<file path="src/rtl/seg_pkg.sv">
// Shared constants and types for the segment-bus capture path: active-high
// segment patterns (bit0=a .. bit6=g), the blank code and the capture FSM states.
package seg_pkg;

  localparam logic [6:0] SEG_0     = 7'h3F;
  localparam logic [6:0] SEG_1     = 7'h06;
  localparam logic [6:0] SEG_2     = 7'h5B;
  localparam logic [6:0] SEG_3     = 7'h4F;
  localparam logic [6:0] SEG_4     = 7'h66;
  localparam logic [6:0] SEG_5     = 7'h6D;
  localparam logic [6:0] SEG_6     = 7'h7D;
  localparam logic [6:0] SEG_7     = 7'h07;
  localparam logic [6:0] SEG_8     = 7'h7F;
  localparam logic [6:0] SEG_9     = 7'h67;
  localparam logic [6:0] SEG_BLANK = 7'h00;

  localparam logic [3:0] BLANK_CODE = 4'hF;

  typedef enum logic [1:0] {
    ST_IDLE,
    ST_TRACK,
    ST_HOLD
  } seg_state_t;

endpackage

</file>
<file path="src/rtl/seg_capture_if.sv">
// Multiplexed segment bus plus the recovered-digit outputs of seg_capture.
// The master side drives the bus; seg_capture sits on the slave side.
interface seg_capture_if #(
  parameter int NUM_DIGITS = 4
);

  logic [6:0]              seg_in;
  logic [NUM_DIGITS-1:0]   an_in;
  logic                    err_clr;
  logic [4*NUM_DIGITS-1:0] digits_out;
  logic [NUM_DIGITS-1:0]   digit_valid;
  logic                    update;
  logic                    pattern_err;

  modport master (
    output seg_in, an_in, err_clr,
    input  digits_out, digit_valid, update, pattern_err
  );

  modport slave (
    input  seg_in, an_in, err_clr,
    output digits_out, digit_valid, update, pattern_err
  );

endinterface

</file>
<file path="src/rtl/seg_to_code.sv">
// Combinational decoder from a 7-segment pattern to its BCD code; blank maps to
// BLANK_CODE and any pattern outside the table is reported as illegal.
module seg_to_code
  import seg_pkg::*;
(
  input  logic [6:0] i_seg,
  output logic       o_legal,
  output logic [3:0] o_code
);

  always_comb begin
    o_legal = 1'b1;
    o_code  = BLANK_CODE;
    case (i_seg)
      SEG_0:     o_code = 4'd0;
      SEG_1:     o_code = 4'd1;
      SEG_2:     o_code = 4'd2;
      SEG_3:     o_code = 4'd3;
      SEG_4:     o_code = 4'd4;
      SEG_5:     o_code = 4'd5;
      SEG_6:     o_code = 4'd6;
      SEG_7:     o_code = 4'd7;
      SEG_8:     o_code = 4'd8;
      SEG_9:     o_code = 4'd9;
      SEG_BLANK: o_code = BLANK_CODE;
      default:   o_legal = 1'b0;
    endcase
  end

endmodule

</file>
<file path="src/rtl/seg_capture.sv">
// Recovers per-digit BCD values from a multiplexed segment bus, capturing only
// after STABLE_CYCLES identical samples. Define SEG_CAPTURE_ERR_EN for pattern_err.
module seg_capture
  import seg_pkg::*;
#(
  parameter int NUM_DIGITS    = 4,
  parameter int STABLE_CYCLES = 4
) (
  input  logic           clk,
  input  logic           reset,
  seg_capture_if.slave   bus
);

  localparam int                CNT_W   = $clog2(STABLE_CYCLES + 1);
  localparam logic [CNT_W-1:0]  CNT_MAX = CNT_W'(STABLE_CYCLES);
  localparam logic [CNT_W-1:0]  CNT_CAP = CNT_W'(STABLE_CYCLES - 1);
  localparam logic [CNT_W-1:0]  CNT_ONE = CNT_W'(1);

  logic [6:0]              r_s_seg, r_p_seg;
  logic [NUM_DIGITS-1:0]   r_s_an, r_p_an;
  seg_state_t              r_state, w_next_state;
  logic [CNT_W-1:0]        r_cnt, w_next_cnt;
  logic [4*NUM_DIGITS-1:0] r_digits;
  logic [NUM_DIGITS-1:0]   r_valid;
  logic                    r_update;
  logic                    r_err;

  logic                    w_legal;
  logic [3:0]              w_code;
  logic                    w_same;
  logic                    w_one_hot;
  logic                    w_capture;
  logic                    w_illegal_hit;

  seg_to_code u_decode (
    .i_seg   (r_s_seg),
    .o_legal (w_legal),
    .o_code  (w_code)
  );

  assign w_same    = ({r_s_seg, r_s_an} == {r_p_seg, r_p_an});
  assign w_one_hot = (r_s_an != '0) && ((r_s_an & (r_s_an - 1'b1)) == '0);

  // Capture fires on the edge where the matching-sample count would reach STABLE_CYCLES.
  always_comb begin
    w_next_state  = r_state;
    w_next_cnt    = r_cnt;
    w_capture     = 1'b0;
    w_illegal_hit = 1'b0;
    case (r_state)
      ST_IDLE: begin
        w_next_cnt = '0;
        if (w_one_hot) begin
          w_next_state = ST_TRACK;
          w_next_cnt   = CNT_ONE;
        end
      end
      ST_TRACK: begin
        if (!w_one_hot) begin
          w_next_state = ST_IDLE;
          w_next_cnt   = '0;
        end else if (!w_same) begin
          w_next_cnt = CNT_ONE;
        end else if (r_cnt == CNT_CAP) begin
          w_next_state  = ST_HOLD;
          w_next_cnt    = CNT_MAX;
          w_capture     = w_legal;
          w_illegal_hit = !w_legal;
        end else if (r_cnt != CNT_MAX) begin
          w_next_cnt = r_cnt + 1'b1;
        end
      end
      ST_HOLD: begin
        if (!w_same) begin
          w_next_state = w_one_hot ? ST_TRACK : ST_IDLE;
          w_next_cnt   = w_one_hot ? CNT_ONE : '0;
        end
      end
      default: begin
        w_next_state = ST_IDLE;
        w_next_cnt   = '0;
      end
    endcase
  end

  always_ff @(posedge clk) begin
    if (reset) begin
      r_state <= ST_IDLE;
      r_cnt   <= '0;
    end else begin
      r_state <= w_next_state;
      r_cnt   <= w_next_cnt;
    end
  end

  always_ff @(posedge clk) begin
    if (reset) begin
      r_s_seg  <= '0;
      r_p_seg  <= '0;
      r_s_an   <= '0;
      r_p_an   <= '0;
      r_digits <= {NUM_DIGITS{BLANK_CODE}};
      r_valid  <= '0;
      r_update <= 1'b0;
    end else begin
      r_s_seg  <= bus.seg_in;
      r_p_seg  <= r_s_seg;
      r_s_an   <= bus.an_in;
      r_p_an   <= r_s_an;
      r_update <= w_capture;
      for (int i = 0; i < NUM_DIGITS; i++) begin
        if (w_capture && r_s_an[i]) begin
          r_digits[4*i +: 4] <= w_code;
          r_valid[i]         <= 1'b1;
        end
      end
    end
  end

`ifdef SEG_CAPTURE_ERR_EN
  // A new error outranks a simultaneous clear.
  always_ff @(posedge clk) begin
    if (reset) begin
      r_err <= 1'b0;
    end else if (w_illegal_hit) begin
      r_err <= 1'b1;
    end else if (bus.err_clr) begin
      r_err <= 1'b0;
    end
  end
`else
  logic w_unused_err;
  assign w_unused_err = bus.err_clr | w_illegal_hit;
  assign r_err        = 1'b0;
`endif

  assign bus.digits_out  = r_digits;
  assign bus.digit_valid = r_valid;
  assign bus.update      = r_update;
  assign bus.pattern_err = r_err;

endmodule

</file>
<file path="src/flat_wrapper.sv">
// flat-port wrapper written by rule: the top's interface ports become plain ports
module seg_capture_flat import seg_pkg::*;
#(
  parameter int NUM_DIGITS    = 4,
  parameter int STABLE_CYCLES = 4
)
  (clk, reset, bus_seg_in, bus_an_in, bus_err_clr, bus_digits_out, bus_digit_valid, bus_update, bus_pattern_err);
  seg_capture_if #(.NUM_DIGITS(NUM_DIGITS)) bus_i ();
  input  logic clk;
  input  logic reset;
  input wire logic [$bits(bus_i.seg_in)-1:0] bus_seg_in;
  input wire logic [$bits(bus_i.an_in)-1:0] bus_an_in;
  input wire logic [$bits(bus_i.err_clr)-1:0] bus_err_clr;
  output wire logic [$bits(bus_i.digits_out)-1:0] bus_digits_out;
  output wire logic [$bits(bus_i.digit_valid)-1:0] bus_digit_valid;
  output wire logic [$bits(bus_i.update)-1:0] bus_update;
  output wire logic [$bits(bus_i.pattern_err)-1:0] bus_pattern_err;
  assign bus_i.seg_in = bus_seg_in;
  assign bus_i.an_in = bus_an_in;
  assign bus_i.err_clr = bus_err_clr;
  assign bus_digits_out = bus_i.digits_out;
  assign bus_digit_valid = bus_i.digit_valid;
  assign bus_update = bus_i.update;
  assign bus_pattern_err = bus_i.pattern_err;
  seg_capture #(.NUM_DIGITS(NUM_DIGITS), .STABLE_CYCLES(STABLE_CYCLES)) u_core (.clk(clk), .reset(reset), .bus(bus_i));
endmodule
</file>
<file path="config.mk">
export PLATFORM = sky130hd
export DESIGN_NAME = seg_capture_flat
export DESIGN_NICKNAME = d
export VERILOG_FILES = /design/src/rtl/seg_pkg.sv /design/src/rtl/seg_capture_if.sv /design/src/rtl/seg_to_code.sv /design/src/rtl/seg_capture.sv /design/src/flat_wrapper.sv
export SDC_FILE = /design/constraint.sdc
export NUM_CORES = 1
export LEC_CHECK = 0
export ABC_AREA = 1
export BUFFER_PORTS_ARGS = -buffer_cell sky130_fd_sc_hd__clkbuf_2
export CELL_PAD_IN_SITES_DETAIL_PLACEMENT = 0
export CELL_PAD_IN_SITES_GLOBAL_PLACEMENT = 1
export CORE_ASPECT_RATIO = 1.1
export CORE_MARGIN = 1
export CORE_UTILIZATION = 43
export CTS_CLUSTER_SIZE = 10
export DETAILED_ROUTE_END_ITERATION = 6
export PLACE_DENSITY_LB_ADDON = 0.1
export SLEW_MARGIN = 0
export SYNTH_ARGS = -nofsm -noshare
export SYNTH_HDL_FRONTEND = slang
export SYNTH_SLANG_ARGS = --single-unit
</file>
<file path="constraint.sdc">
create_clock -name clk -period 2.8 [get_ports clk]
set_input_delay 0.84 -clock clk [delete_from_list [all_inputs] [get_ports clk]]
set_output_delay 0.84 -clock clk [all_outputs]
set_load 0.02 [all_outputs]
</file>
## Word-level counts from Yosys, hierarchy flattened

Index checks and enable logic that the tools add are counted.

- Register bits after elaboration: 48
- Bits of input ports: 14
- Output and inout bits: 22

- Add/subtract/negate cells: 2
- Eq/ne operators: 20
- Multiplexer cells: 20
- Bitwise gates (word level): 1
- Reduce and logical (&&, ||, !) cells: 12

Operators by type and width:

| operator | number |
|---|---|
| equality test 7 bit (second input constant) | 7 |
| one-hot mux 4 bit (10 select lines) | 1 |
| 2-to-1 mux 3 bit | 5 |
| equality test 7 x 3 -> 1 bit (second input constant) | 2 |
| equality test 11 bit | 1 |
| OR reduction 11 bit | 1 |
| 2-to-1 mux 2 bit | 5 |
| one-hot mux 3 bit (3 select lines) | 1 |
| equality test 7 x 6 -> 1 bit (second input constant) | 1 |
| logical NOT 7 bit | 1 |
| 2-to-1 mux 1 bit | 7 |
| inequality test 3 bit (second input constant) | 2 |
| one-hot mux 2 bit (3 select lines) | 1 |
| logical AND 1 bit | 5 |
| inequality test 5 bit (second input constant) | 1 |
| AND 4 bit | 1 |
| logical NOT 4 bit | 1 |
| AND reduction 4 bit | 1 |
| nonzero test 4 bit | 1 |
| subtractor 4 x 1 -> 4 bit (second input constant) | 1 |
| adder 3 x 1 -> 3 bit (second input constant) | 1 |
| equality test 3 x 2 -> 1 bit (second input constant) | 1 |
| inequality test 3 x 2 -> 1 bit (second input constant) | 1 |
| equality test 2 x 1 -> 1 bit (second input constant) | 1 |
| other kinds (5) | 5 |

## Longest topological paths before layout

Gate-level depths: netlist of run 1.

- Depth after elaboration: 8
- Mapped depth: 13

## Modules after synthesis

From an unflattened synthesis of run 1, not the netlist that was laid out.

- Cells, all modules: 330
- Area total of the unflattened synthesis: 2341.0 um^2

By module, submodules not included:

| module | times used | cells an instance | area each (um^2) | sequential area each (um^2) |
|---|---|---|---|---|
| seg_capture | 1 | 271 | 2039.5 | 960.9 |
| seg_to_code | 1 | 59 | 301.5 | 0.0 |

## Least setup slack after synthesis of run 1

OpenSTA, ideal clock, no wires.

- Path kind: input -> register
- Start point: in reset
- End point: reg u_core.r_cnt[2]
- Setup time: 111 ps
- Arrival time: 1504 ps
- Setup slack: 1186 ps
- Stages on the path: 5
- Path buffers: 2
- Cell sequence: clkbuf_1 -> inv_1 -> clkbuf_1 -> nand3_1 -> inv_1

RTL lines:

| what | RTL line | text |
|---|---|---|
| from (decl) | flat_wrapper.sv:10 | `input logic reset;` |
| to (signal assigned) | seg_capture.sv:92 | `r_cnt <= w_next_cnt;` |
| to (decl) | seg_capture.sv:22 | `logic [CNT_W-1:0] r_cnt, w_next_cnt;` |

No word-level cell between the ends.

## Worst setup path in the final report of run 1

- Start point: reg u_core.r_s_an[0]
- End point: reg u_core.r_digits[3] (netlist: u_core.bus.digits_out[3])

- Longest elaborated chain between the ends: 7

Ends and longest elaborated chain:

| what | RTL line | text |
|---|---|---|
| from (decl) | seg_capture.sv:20 | `logic [NUM_DIGITS-1:0] r_s_an, r_p_an;` |
| from (signal assigned) | seg_capture.sv:108 | `r_s_an <= bus.an_in;` |
| subtractor 4 x 1 -> 4 bit | seg_capture.sv:42 | `assign w_one_hot = (r_s_an != '0) && ((r_s_an & (r_s_an - 1'b1)) == '0);` |
| AND 4 bit | seg_capture.sv:42 |  |
| logical NOT 4 bit | seg_capture.sv:42 |  |
| logical AND 1 bit | seg_capture.sv:42 |  |
| 2-to-1 mux 1 bit | seg_capture.sv:59 | `if (!w_one_hot) begin` |
| 2-to-1 mux 1 bit | seg_capture.sv:50 | `case (r_state)` |
| logical AND 1 bit (*) | seg_capture.sv:112 | `if (w_capture && r_s_an[i]) begin` |
| to (signal assigned) | seg_capture.sv:102 | `r_digits <= {NUM_DIGITS{BLANK_CODE}};` |
| to (signal, indexed assignment) | seg_capture.sv:113 | `r_digits[4*i +: 4] <= w_code;` |
| to (decl) | seg_capture.sv:23 | `logic [4*NUM_DIGITS-1:0] r_digits;` |

Every way passes the cells marked *; elsewhere a longest branch is shown, timed or not.
A chain may end at the register's enable or synchronous reset.

==> results.py, run 1 <==
metrics = {
    "layout": {
        "drive_above_1_share_pct": 15.58,
        "design_area_sq_um": 2497,
        "diodes": 0,
        "finalNetCount": 369,
        "utilization_pct": 49.95,
        "final_common_cell": "nand2_1",
        "area_delta_synth_final_pct": 11.63,
        "final_cell_mix": "nand2_1, nand3_1, dfxtp_1",
        "nFillCells": 555,
    },
    "synthesis": {
        "postSynth.asyncResetShare_pct": 0,
        "yosys-top-cells-area": "dfxtp_1, nand2_1, nand3_1, inv_1, nor2_1",
        "yosys.cell_types.count": 23,
        "yosys.area.top_type": "dfxtp_1",
        "synthCells": 321,
        "yosysSeqAreaShare_pct": 42.95,
        "synth_top_cell_area_share_pct": 42.95,
        "yosysWarnings": 0,
        "ys_ff_latch": 48,
        "synth-edff-count": 0,
        "syn_area_per_cell_sq_um": 6.969,
        "synth_ff_type": "dfxtp_1",
        "syn_nets": 338,
        "netlist_area_sq_um": 2237,
    },
    "clock_network": {
        "holdBufCountCts": 0,
        "cts_root_buffer": "clkbuf_8",
        "postCtsResizedCells": 0,
        "cts.sinks": 48,
        "numCtsBuffers": 5,
        "cts_tree": "done",
        "clk_latency_ns": 0.29,
        "clk_pin_slew_ns": 0.08,
        "cts_htree_levels": 2,
        "post-cts-setup-buffers": 0,
        "clockBufferDepth": 2,
    },
    "global_route": {
        "grt_first_pass_wirelength_microns": 7686,
        "track_usage_pct": 17.63,
        "grt_max_degree": 28,
        "grt_pass1_vias": 1779,
        "antenna_found_initial": 0,
        "grt_overflow": 0,
    },
    "sta": {
        "rsz0062_at_grt": "no",
        "fin_skew_ns": 0.006834,
        "period_share_pct": 66.71,
        "fmax_mhz": 535.3,
        "fin_crit_ns": 1.868,
        "worst_slack_ns": 0.9320,
        "hold_ws_ns": 0.4492,
        "setup_viol": 0,
        "hold_viol_final": 0,
        "setup-tns-final_ns": 0,
        "maxSlewViolCount": 0,
    },
    "power": {
        "power_density_nw_per_um2": 511.7,
        "ir_worst_vdd_mv": 0.2454,
        "power.leakage_nw": 1.302,
    },
    "worst_setup_path": {
        "crit_fanout": 9,
        "crit_required_ns": 2.98,
        "crit_type": "flop to flop",
        "critical_path_buf_inv_count": 2,
        "cpMostUsedCell": "nand2_1",
        "cp_cell_sequence": "inv_2, nand2_1, nand2_1, nand2_1, nand2_2, nor2_4, nand3_4, inv_1, nand3_1, nand2_1, nand3_1",
        "arrival_ns": 2.05,
        "max_stage_delay_ns": 0.52,
        "critPathSlowestCell": "dfxtp_1",
        "path_delay_family": "simple AND/OR/NAND/NOR gates",
        "critPathLaunchType": "flop",
        "end_kind": "flop",
    },
    "detailed_routing": {
        "vias": 1919,
        "routedWlPerCell_microns": 10.60,
        "wl_microns": 4357,
        "dr.pass1.iters": 6,
        "drt_iter0_drc": 115,
        "viasPerCell": 4.669,
        "antenna_left": 0,
        "route.detailed.drc": 8,
    },
    "worst_hold_path": {
        "min_path_type": "flop to flop",
    },
    "run_status": {
        "failed_checks": "design-rule violations",
        "outcome": "complete, but fails checks",
    },
    "placement": {
        "io_buffer_count": 33,
        "place.gp.congestion": 0.7668,
        "placed_area_sq_um": 2407,
        "hpwl_microns": 3238,
        "place_ws_ns": 0.9298,
    },
    "die": {
        "rows": 27,
        "io_pins": 36,
        "die_x_microns": 70.77,
        "core_sq_um": 5000,
        "start_util_pct": 44.74,
        "dieArea_sq_um": 5495,
        "die_h_microns": 77.65,
    },
    "flow_run": {
        "drv_cap": 0,
    },
}
==> metal layers <==
layer,vias to the layer above,track usage [%],routed length (microns)
met3,4,4.026,148
met4,0,6.000,36
met2,31,29.42,2153
met5,-,0,0
met1,837,22.28,2019
li1,1047,-,-
==> worst paths after layout <==
path                              from  depth (start not counted)  slack, ns                   endpoint
max                   u_core.r_s_an[0]                         11       0.93   u_core.bus.digits_out[3]
min          u_core.bus.digit_valid[0]                          2       0.45  u_core.bus.digit_valid[0]
max reg2reg           u_core.r_s_an[0]                         11       0.93   u_core.bus.digits_out[3]
min reg2reg  u_core.bus.digit_valid[0]                          2       0.45  u_core.bus.digit_valid[0]
==> area by class of cell <==
class	instances	area (sq um)	area share (%)
repair buffers	35	180.2	7.214
clock buffers	8	90.09	3.607
flip-flops and latches	48	960.9	38.48
well taps	58	72.57	2.906
multi-input cells	214	1013	40.58
inverters	48	180.2	7.214
==> flip-flops by register name, summed over array words and instances (netlist names) <==
signal	cells
u_core.bus.digit_valid	4
u_core.bus.digits_out	16
u_core.bus.update	1
u_core.r_cnt	3
u_core.r_p_an	4
u_core.r_p_seg	7
u_core.r_s_an	4
u_core.r_s_seg	7
u_core.r_state	2
==> through the flow <==
step / cells / power [mW]
after detailed placement: 403 / 0.8826
after floorplan: 321 / 0.8530
after global routing: 411 / 1.352
after CTS: 411 / 1.304
final: 411 / 1.278
after global placement: 403 / 0.8805
==> power breakdown <==
part	total, mW	switching (mW)	internal [mW]
clock network	0.413	0.212	0.202
logic	0.135	0.0877	0.0469
registers	0.730	0.0255	0.704
total	1.28	0.325	0.953
==> synthesized netlist by cell type (3+ instances only) <==
master,instances
nand2_1,81
nand3_1,51
dfxtp_1,48
inv_1,44
nor2_1,43
a21oi_1,9
buf_6,5
xor2_1,5
inv_2,4
nand4_1,4
clkbuf_1,3
ha_1,3
nand2_2,3
nor2_2,3
o21ai_0,3
==> tightest hold or removal path, cell delays in order, from the launching register on <==
cell and delay [ns]:
dfxtp_1 0.31, inv_1 0.04, a21oi_1 0.05
==> cell families after synthesis <==
family,synth area share (%)
other,0.1676
AO/OA/AOI/OAI,2.684
buffers and inverters,11.74
AND/OR/NAND/NOR,38.81
adder cells (fa/ha/maj),1.678
flip-flops,42.95
XOR/XNOR,1.957
No activity file was read; power rests on OpenSTA's default activity.
==> run 2: changes to the inputs <==
--- a/config.mk
+++ b/config.mk
@@ -11,7 +11,7 @@
 export CELL_PAD_IN_SITES_GLOBAL_PLACEMENT = 1
 export CORE_ASPECT_RATIO = 1.1
 export CORE_MARGIN = 1
-export CORE_UTILIZATION = 43
+export CORE_UTILIZATION = 40
 export CTS_CLUSTER_SIZE = 10
 export DETAILED_ROUTE_END_ITERATION = 6
 export PLACE_DENSITY_LB_ADDON = 0.1
==> constraint.sdc (replaced) <==
create_clock -name clk -period 1.86 [get_ports clk]
set_input_delay 0.558 -clock clk [delete_from_list [all_inputs] [get_ports clk]]
set_output_delay 0.558 -clock clk [all_outputs]
set_load 0.02 [all_outputs]
==> results.py, run 2 (synthesized netlist as in run 1, its figures left out) <==
metrics = {
    "detailed_routing": {
        "dr.pass1.iters": 4,
        "routedWlPerCell_microns": 9.968,
        "wl_microns": 4326,
        "vias": 1939,
        "antenna_left": 0,
        "viasPerCell": 4.468,
        "drt_iter0_drc": 109,
        "route.detailed.drc": 0,
    },
    "sta": {
        "fmax_mhz": 605.3,
        "period_share_pct": 88.81,
        "maxSlewViolCount": 0,
        "setup_viol": 0,
        "rsz0062_at_grt": "yes",
        "fin_skew_ns": 0.009270,
        "hold_viol_final": 0,
        "fin_crit_ns": 1.652,
    },
    "layout": {
        "finalNonFillerCells": 434,
        "finalNetCount": 376,
        "largest_reg_flops": 16,
        "diodes": 0,
        "final_common_cell": "nand2_1",
        "final_cell_mix": "nand2_1, nand3_1, inv_1, dfxtp_1, nor2_1",
        "drive_above_1_share_pct": 18.66,
        "area_delta_synth_final_pct": 16.00,
    },
    "worst_setup_path": {
        "crit_type": "flop to flop",
        "arrival_ns": 1.83,
        "cpMostUsedCell": "nand2_1",
        "crit_required_ns": 2.04,
        "rrSetupSlack_ns": 0.21,
        "critPathSlowestCell": "dfxtp_1",
        "cp_cell_sequence": "inv_1, nand2_1, nand2_1, nand2_1, nor2_1, nand2_2, nor2_8, nand3_4, inv_1, nand3_1, nand2_1, nand3_1",
        "max_stage_delay_ns": 0.34,
        "crit_fanout": 5,
        "critPathLaunchType": "flop",
        "end_kind": "flop",
    },
    "clock_network": {
        "clk_latency_ns": 0.30,
        "numCtsBuffers": 5,
        "cts_tree": "done",
        "clockBufferDepth": 2,
        "cts_root_buffer": "clkbuf_8",
        "clk_pin_slew_ns": 0.08,
        "cts.sinks": 48,
        "cts_htree_levels": 2,
    },
    "die": {
        "core_sq_um": 5395,
        "rows": 28,
        "dieArea_sq_um": 5896,
        "die_x_microns": 73.31,
        "io_pins": 36,
        "die_h_microns": 80.44,
        "start_util_pct": 41.47,
    },
    "power": {
        "ir_worst_vdd_mv": 0.2967,
        "power_density_nw_per_um2": 761.8,
        "finalPower_mw": 1.977,
        "power.leakage_nw": 1.347,
    },
    "run_status": {
        "outcome": "complete, no violations",
    },
    "global_route": {
        "antenna_found_initial": 0,
        "grt_first_pass_wirelength_microns": 7389,
        "grt_max_degree": 22,
        "grt_pass1_vias": 1673,
        "track_usage_pct": 16.41,
        "grt_overflow": 0,
    },
    "placement": {
        "io_buffer_count": 33,
        "dpl.cell_count": 426,
        "place.gp.congestion": 0.8015,
        "hpwl_microns": 3291,
    },
    "flow_run": {
        "drv_cap": 0,
    },
    "worst_hold_path": {
        "min_path_type": "primary input to flop",
    },
}
run 2: final cells by class:
cell class              count  area (sq um)
well taps                  75         93.84
multi-input cells         214          1013
clock buffers               7         96.34
inverters                  48         180.2
repair buffers             42         245.2
flip-flops and latches     48         965.9
fillers                   587          2800
run 2: what timing repair did:
action	CTS	global route
hold buffers	0	0
setup buffers	0	1
endpoints found under the setup margin	0	16
gates resized for setup	0	4
run 2: final timing paths:
kind / start / to / cells after the start
worst max-delay path: u_core.r_s_seg[1] / u_core.bus.digits_out[13] / 12
worst min register to register: u_core.bus.digit_valid[2] / u_core.bus.digit_valid[2] / 2
worst min-delay path: bus_seg_in[5] / u_core.r_s_seg[5] / 3
worst max register to register: u_core.r_s_seg[1] / u_core.bus.digits_out[13] / 12
run 2: through the flow:
step	setup slack [ns]	hold WS, ns	area (sq um)	setup TNS [ns]	utilization (%)
finish	0.2080	0.4321	2595	0	48.10
global placement	0.1795	0.4370	2474	0	45.85
floorplan	0.3343	0.4639	2237	0	-
CTS	0.1612	0.4313	2570	0	47.63
detailed placement	0.1781	0.4399	2474	0	45.85
global route	-0.01443	0.4241	2595	-0.03602	48.10
run 2: critical path, delay by kind of cell, from the launching register on:
family | cells | cell delay (ns)
DFF | 1 | 0.34
buffers and inverters | 2 | 0.24
and+or+nand+nor | 10 | 0.97
run 2: routing by layer:
layer | track usage (%) | wire [microns] | vias to the layer above
li1 | - | - | 1065
met1 | 20.09 | 2038 | 834
met2 | 27.31 | 2044 | 34
met3 | 4.266 | 176 | 6
met4 | 6.346 | 68 | 0
met5 | 0 | 0 | -
run 2: where the power goes:
part           switching [mW]  internal [mW]  leakage [nW]
clock                   0.334          0.331        0.0503
combinational           0.138         0.0806         0.902
sequential             0.0316           1.06         0.394
